$ cat src/rtl/li_sequencer.sv
// Expands a 32-bit load-immediate into lui/addiu words (one or two).
// Latency: first word valid the cycle after accept; one word per out handshake.
// Backpressure: out_instr/out_last held while out_ready low; in_ready only in IDLE.
module li_sequencer #(
    parameter logic [5:0] OPC_ADDIU    = 6'b001001,
    parameter logic [5:0] OPC_LUI      = 6'b001111,
    parameter bit         DROP_ZERO_RT = 1'b1
) (
    input  logic        clk,
    input  logic        rst_n,
    input  logic        in_valid,
    output logic        in_ready,
    input  logic [31:0] in_value,
    input  logic [4:0]  in_rt,
    output logic        out_valid,
    input  logic        out_ready,
    output logic [31:0] out_instr,
    output logic        out_last
);

    typedef enum logic [1:0] {IDLE, EMIT1, EMIT2} state_t;

    state_t      state_q, state_d;
    logic [4:0]  rt_q, rt_d;
    logic [15:0] lo_q, lo_d;
    logic        two_q, two_d;
    logic [31:0] instr_q, instr_d;
    logic        last_q, last_d;

    logic [15:0] v_lo, v_hi, hiadj;
    logic        fits16, accept, drop;

    assign v_lo   = in_value[15:0];
    assign v_hi   = in_value[31:16];
    // The low half is sign-extended by addiu, so lui must pre-compensate by +1
    // when bit 15 is set; the 16-bit wrap is exact modulo 2^32.
    assign hiadj  = v_hi + {15'd0, v_lo[15]};
    // A lone addiu suffices when the value is its own sign-extended low half.
    assign fits16 = (&in_value[31:15]) || (~|in_value[31:15]);
    assign accept = in_valid && (state_q == IDLE);
    assign drop   = DROP_ZERO_RT && (in_rt == 5'd0);

    assign in_ready  = (state_q == IDLE);
    assign out_valid = (state_q != IDLE);
    assign out_instr = instr_q;
    assign out_last  = last_q;

    // State register and latched plan/output word.
    always_ff @(posedge clk) begin
        if (!rst_n) begin
            state_q <= IDLE;
            rt_q    <= 5'd0;
            lo_q    <= 16'd0;
            two_q   <= 1'b0;
            instr_q <= 32'd0;
            last_q  <= 1'b0;
        end else begin
            state_q <= state_d;
            rt_q    <= rt_d;
            lo_q    <= lo_d;
            two_q   <= two_d;
            instr_q <= instr_d;
            last_q  <= last_d;
        end
    end

    // Next-state: plan the sequence at accept, advance on each out handshake.
    always_comb begin
        state_d = state_q;
        rt_d    = rt_q;
        lo_d    = lo_q;
        two_d   = two_q;
        instr_d = instr_q;
        last_d  = last_q;
        case (state_q)
            IDLE: begin
                if (accept && !drop) begin
                    state_d = EMIT1;
                    rt_d    = in_rt;
                    lo_d    = v_lo;
                    if (fits16) begin
                        instr_d = {OPC_ADDIU, 5'd0, in_rt, v_lo};
                        two_d   = 1'b0;
                        last_d  = 1'b1;
                    end else if (v_lo == 16'd0) begin
                        instr_d = {OPC_LUI, 5'd0, in_rt, v_hi};
                        two_d   = 1'b0;
                        last_d  = 1'b1;
                    end else begin
                        instr_d = {OPC_LUI, 5'd0, in_rt, hiadj};
                        two_d   = 1'b1;
                        last_d  = 1'b0;
                    end
                end
            end
            EMIT1: begin
                if (out_ready) begin
                    if (two_q) begin
                        state_d = EMIT2;
                        instr_d = {OPC_ADDIU, rt_q, rt_q, lo_q};
                        last_d  = 1'b1;
                    end else begin
                        state_d = IDLE;
                        instr_d = 32'd0;
                        last_d  = 1'b0;
                    end
                end
            end
            EMIT2: begin
                if (out_ready) begin
                    state_d = IDLE;
                    instr_d = 32'd0;
                    last_d  = 1'b0;
                end
            end
            default: begin
                state_d = IDLE;
            end
        endcase
    end

endmodule

$ cat config.mk
export PLATFORM = sky130hd
export DESIGN_NAME = li_sequencer
export DESIGN_NICKNAME = d
export VERILOG_FILES = /design/src/rtl/li_sequencer.sv
export SDC_FILE = /design/constraint.sdc
export NUM_CORES = 1
export LEC_CHECK = 0
export ABC_AREA = 1
export CORE_ASPECT_RATIO = 0.5
export CORE_MARGIN = 3
export CORE_UTILIZATION = 51
export CTS_CLUSTER_SIZE = 12
export DETAILED_ROUTE_END_ITERATION = 7
export PLACE_DENSITY = 0.78
export SLEW_MARGIN = 10
export SYNTH_ARGS = -nofsm -noshare
export SYNTH_HDL_FRONTEND = slang
export SYNTH_SLANG_ARGS = --single-unit
$ cat constraint.sdc
create_clock -name clk -period 1.97 [get_ports clk]
set_input_delay 0.4925 -clock clk [delete_from_list [all_inputs] [get_ports clk]]
set_output_delay 0.4925 -clock clk [all_outputs]
set_load 0.02 [all_outputs]
==> qor.txt <==
CELLS AND AREA
----------------------------------------------------------------------------------
Total area of multi-input combinational cells .......................   1960 sq um
FF/Latch Area .......................................................   1060 sq um
Share of final-layout standard cells stronger than drive strength 1 .        0.200
Post-layout instance area ...........................................   4920 sq um
Nets ................................................................          707
Fillers .............................................................          474
Post-layout instance count excluding filler cells ...................          748
N_diodes ............................................................            0
Final core utilization ..............................................        0.790
Area added between synthesis and finish .............................        45.5%

TIMING
----------------------------------------------------------------------------------
Highest clock frequency the design can meet .........................      519 MHz
Setup TNS ...........................................................         0 ns
Count of endpoints failing setup in the final report ................            0
Final Hold Slack ....................................................     0.448 ns
Post-layout minimum cycle time ......................................      1.93 ns
Max Transition Viols Final ..........................................            0
Clock skew ..........................................................   0.00736 ns
Worst setup margin ..................................................    0.0444 ns
Post-route fraction of the period consumed by the critical path .....        0.977
Final Hold Viols ....................................................            0
Setup repair after global routing missed its margin .................          yes

LOGIC SYNTHESIS
----------------------------------------------------------------------------------
Number of flip-flops and latches in the synthesized netlist .........           53
Synth top area share ................................................        0.314
Sequential-to-total area share from yosys stat ......................        0.314
Main flop type after synthesis ...................................... sky130_fd_sc_hd__dfxtp_1
Number of flops mapped to enable cells by yosys .....................            0
Share of flip-flops with an asynchronous set or reset ...............            0
Cells after Synth ...................................................          530
Post-synth top area cell ............................................ sky130_fd_sc_hd__dfxtp_1
Average size of a mapped cell .......................................   6.38 sq um
Library cells used by synthesis .....................................           32
Area contributors post-synth ........................................ sky130_fd_sc_hd__dfxtp_1, sky130_fd_sc_hd__nand2_1, sky130_fd_sc_hd__inv_1
Count of warnings emitted by yosys ..................................            0
Post-Syn Area .......................................................   3380 sq um

DETAILED ROUTING
----------------------------------------------------------------------------------
Routed metal-1 wirelength ...........................................      4.43 mm
Number of optimization iterations in the first detailed-route pass ..            7
Residual antenna-violating net count after detailed routing .........            0
Detailed Route Iter0 Violations .....................................          261
Detail Route met2 WL ................................................      4.48 mm
Met3 routed wirelength ..............................................       676 um
Routed via count ....................................................         3820
DRC violation count after routing ...................................            0
Uppermost routed layer ..............................................         met4
Wirelength per Cell .................................................      13.0 um
Detailed-route vias per instance ....................................         5.11
Routed wire length ..................................................      9.69 mm

GLOBAL ROUTE
----------------------------------------------------------------------------------
Initial antenna violation count .....................................            0
Via count of the first global-routing pass ..........................         3410
First-pass GRT wire length ..........................................      15.8 mm
Remaining Overflow, GRT .............................................            0
Aggregate global-route resource usage ...............................        0.251
Maximum number of pins on one net before global-route repair ........           50

FLOORPLANNING
----------------------------------------------------------------------------------
Die outline height ..................................................      63.6 um
Die area ............................................................   7710 sq um
Die width ...........................................................       121 um
CORE AREA ...........................................................   6230 sq um
Initial core utilization ............................................        0.543
Count of pins on the block boundary .................................           76
Floorplan row count .................................................           20

SETUP PATH
----------------------------------------------------------------------------------
Worst R2R End ....................................................... out_instr[3]$_SDFFE_PN0P_
Peak fanout along the critical path .................................            7
Reg2reg setup slack .................................................      0.14 ns
Cells on worst reg2reg path .........................................           13
Launching point of the worst reg2reg path ........................... state_q[1]$_SDFFE_PN0P_
Kind of end point of the critical path ..............................    flip-flop
Source of the critical timing path ..................................  in_value[9]
Data arrival time of the worst path .................................      2.16 ns
Data required, critical path ........................................      2.20 ns
Crit path launch type ............................................... primary input
Critical Setup Path Class ........................................... primary input to flip-flop

CLOCK NETWORK
----------------------------------------------------------------------------------
Clock-pin slew on the worst setup and hold paths ....................      0.08 ns
H-tree levels .......................................................            2
Library cell used as clock root buffer .............................. sky130_fd_sc_hd__clkbuf_16
TritonCTS clock tree ................................................          yes
Clock tree sinks ....................................................           53
Clock latency on the worst-skew pair ................................      0.30 ns
Inserted Clock Buffers ..............................................            5
Maximum count of clock buffers along a single path ..................            2
CTS Hold Buffers Added ..............................................            0

FLOW RUN
----------------------------------------------------------------------------------
Max cap viols .......................................................            0

PLACED DESIGN
----------------------------------------------------------------------------------
Detailed placer's ending HPWL .......................................      7.12 mm
DP Area .............................................................   4660 sq um
Worst slack, placed .................................................    -0.348 ns
Count of buffers inserted at the top-level ports ....................           73
Final GP Congestion .................................................        0.891
Cell total after placement ..........................................          737

HOLD PATH
----------------------------------------------------------------------------------
Classification of the worst-slack hold path ......................... flip-flop to flip-flop
Min-delay src ....................................................... rt_q[4]$_SDFFE_PN0P_
Hold Path End ....................................................... rt_q[4]$_SDFFE_PN0P_
WHS Path Cells ......................................................            2

POWER AND IR DROP
----------------------------------------------------------------------------------
Total power .........................................................      5.83 mW
Pwr Density ......................................................... 1180 nW/um^2
Peak supply drop ....................................................       518 uV
Lkg Pwr .............................................................      2.36 nW

STATUS
----------------------------------------------------------------------------------
Run status .......................................................... complete, no violations

-- routing by layer --
layer  up-vias  GRT usage
met5         -          0
met4         0     0.0573
met3        11     0.0413
met2       169      0.422
met1      1706      0.340
li1       1934          -
-- final cells by class --
class,count,area share
Clock buffer,5,0.0254
Inverter,72,0.0577
Sequential cell,53,0.216
Timing Repair Buffer,145,0.274
Multi-Input combinational cell,382,0.399
Clock inverter,3,0.00585
Tap cell,88,0.0224
-- cell usage after synthesis (2+ instances only) --
cell type,number
sky130_fd_sc_hd__o21ai_0,36
sky130_fd_sc_hd__nand3_4,3
sky130_fd_sc_hd__a21oi_1,48
sky130_fd_sc_hd__inv_2,2
sky130_fd_sc_hd__nor2_4,2
sky130_fd_sc_hd__ha_1,7
sky130_fd_sc_hd__nor2_1,64
sky130_fd_sc_hd__nand2_1,144
sky130_fd_sc_hd__dfxtp_1,53
sky130_fd_sc_hd__clkbuf_1,9
sky130_fd_sc_hd__xnor2_1,2
sky130_fd_sc_hd__nor3_1,2
sky130_fd_sc_hd__nand3_1,22
sky130_fd_sc_hd__nand2_2,6
sky130_fd_sc_hd__nor2_2,3
sky130_fd_sc_hd__buf_4,6
sky130_fd_sc_hd__inv_1,68
sky130_fd_sc_hd__nand3b_1,2
sky130_fd_sc_hd__buf_2,9
sky130_fd_sc_hd__nand3_2,9
sky130_fd_sc_hd__a21oi_2,12
sky130_fd_sc_hd__nand4_1,11
-- cells in the final DEF (no fill, tap or decap), types with 7 or more instances in the layout --
master                              n
sky130_fd_sc_hd__buf_4             66
sky130_fd_sc_hd__a21oi_2           13
sky130_fd_sc_hd__dfxtp_1           51
sky130_fd_sc_hd__nand3_1           22
sky130_fd_sc_hd__clkdlybuf4s50_1   66
sky130_fd_sc_hd__nand4_1           11
sky130_fd_sc_hd__nand2_1          143
sky130_fd_sc_hd__nor2_1            62
sky130_fd_sc_hd__inv_1             67
sky130_fd_sc_hd__nand3_2            8
sky130_fd_sc_hd__a21oi_1           47
sky130_fd_sc_hd__nand2_2            7
sky130_fd_sc_hd__o21ai_0           34
-- cell families (layout without fill, tap and decap cells) --
kind of cell	after synthesis	after routing	share of synthesized area
compound gates	98	98	0.161
other cells	1	2	0.00111
xor+xnor	3	3	0.00777
simple gates	271	272	0.367
buf+inv	97	225	0.125
flops	53	53	0.314
fa+ha+maj	7	7	0.0259
-- worst max-delay path by stage --
stage                     depth (start not counted)                         to  slack (ns)
after floorplan                                  13  out_instr[8]$_SDFFE_PN0P_        0.21
after global placement                           14  out_instr[8]$_SDFFE_PN0P_       -0.33
after detailed placement                         12  out_instr[1]$_SDFFE_PN0P_       -0.35
after CTS                                        11  out_instr[2]$_SDFFE_PN0P_      -0.008
after global routing                             12  out_instr[1]$_SDFFE_PN0P_       -0.11
final                                            12  out_instr[1]$_SDFFE_PN0P_        0.04
-- state kept, by name, summed over array words and instances, names as in the netlist --
name       count
lo_q          16
rt_q           5
out_last       1
out_instr     28
state_q        2
two_q          1
-- critical path: stages --
cell	delay (ns)
sky130_fd_sc_hd__clkdlybuf4s50_1	0.44
sky130_fd_sc_hd__nor2_1	0.14
sky130_fd_sc_hd__nand2_1	0.08
sky130_fd_sc_hd__nor2_2	0.14
sky130_fd_sc_hd__nand2_1	0.09
sky130_fd_sc_hd__buf_4	0.16
sky130_fd_sc_hd__nand2_1	0.05
sky130_fd_sc_hd__o21ai_0	0.09
sky130_fd_sc_hd__buf_4	0.17
sky130_fd_sc_hd__nand2_2	0.08
sky130_fd_sc_hd__nand3_2	0.08
sky130_fd_sc_hd__a21oi_2	0.15
-- report_power, final --
group | internal (mW) | switching (mW)
Combinational | 1.43 | 1.88
Sequential | 1.43 | 0.181
Clock | 0.488 | 0.425
Total | 3.34 | 2.48
-- repair_timing --
item / in CTS / in global routing
pin swaps: 9 / 13
gates resized for setup: 11 / 14
buffers inserted: 1 / 1
cloned: 1 / 0
hold endpoints to repair: 0 / 0
endpoints found under the setup margin: 11 / 23
(Power assumes the default switching activity.)
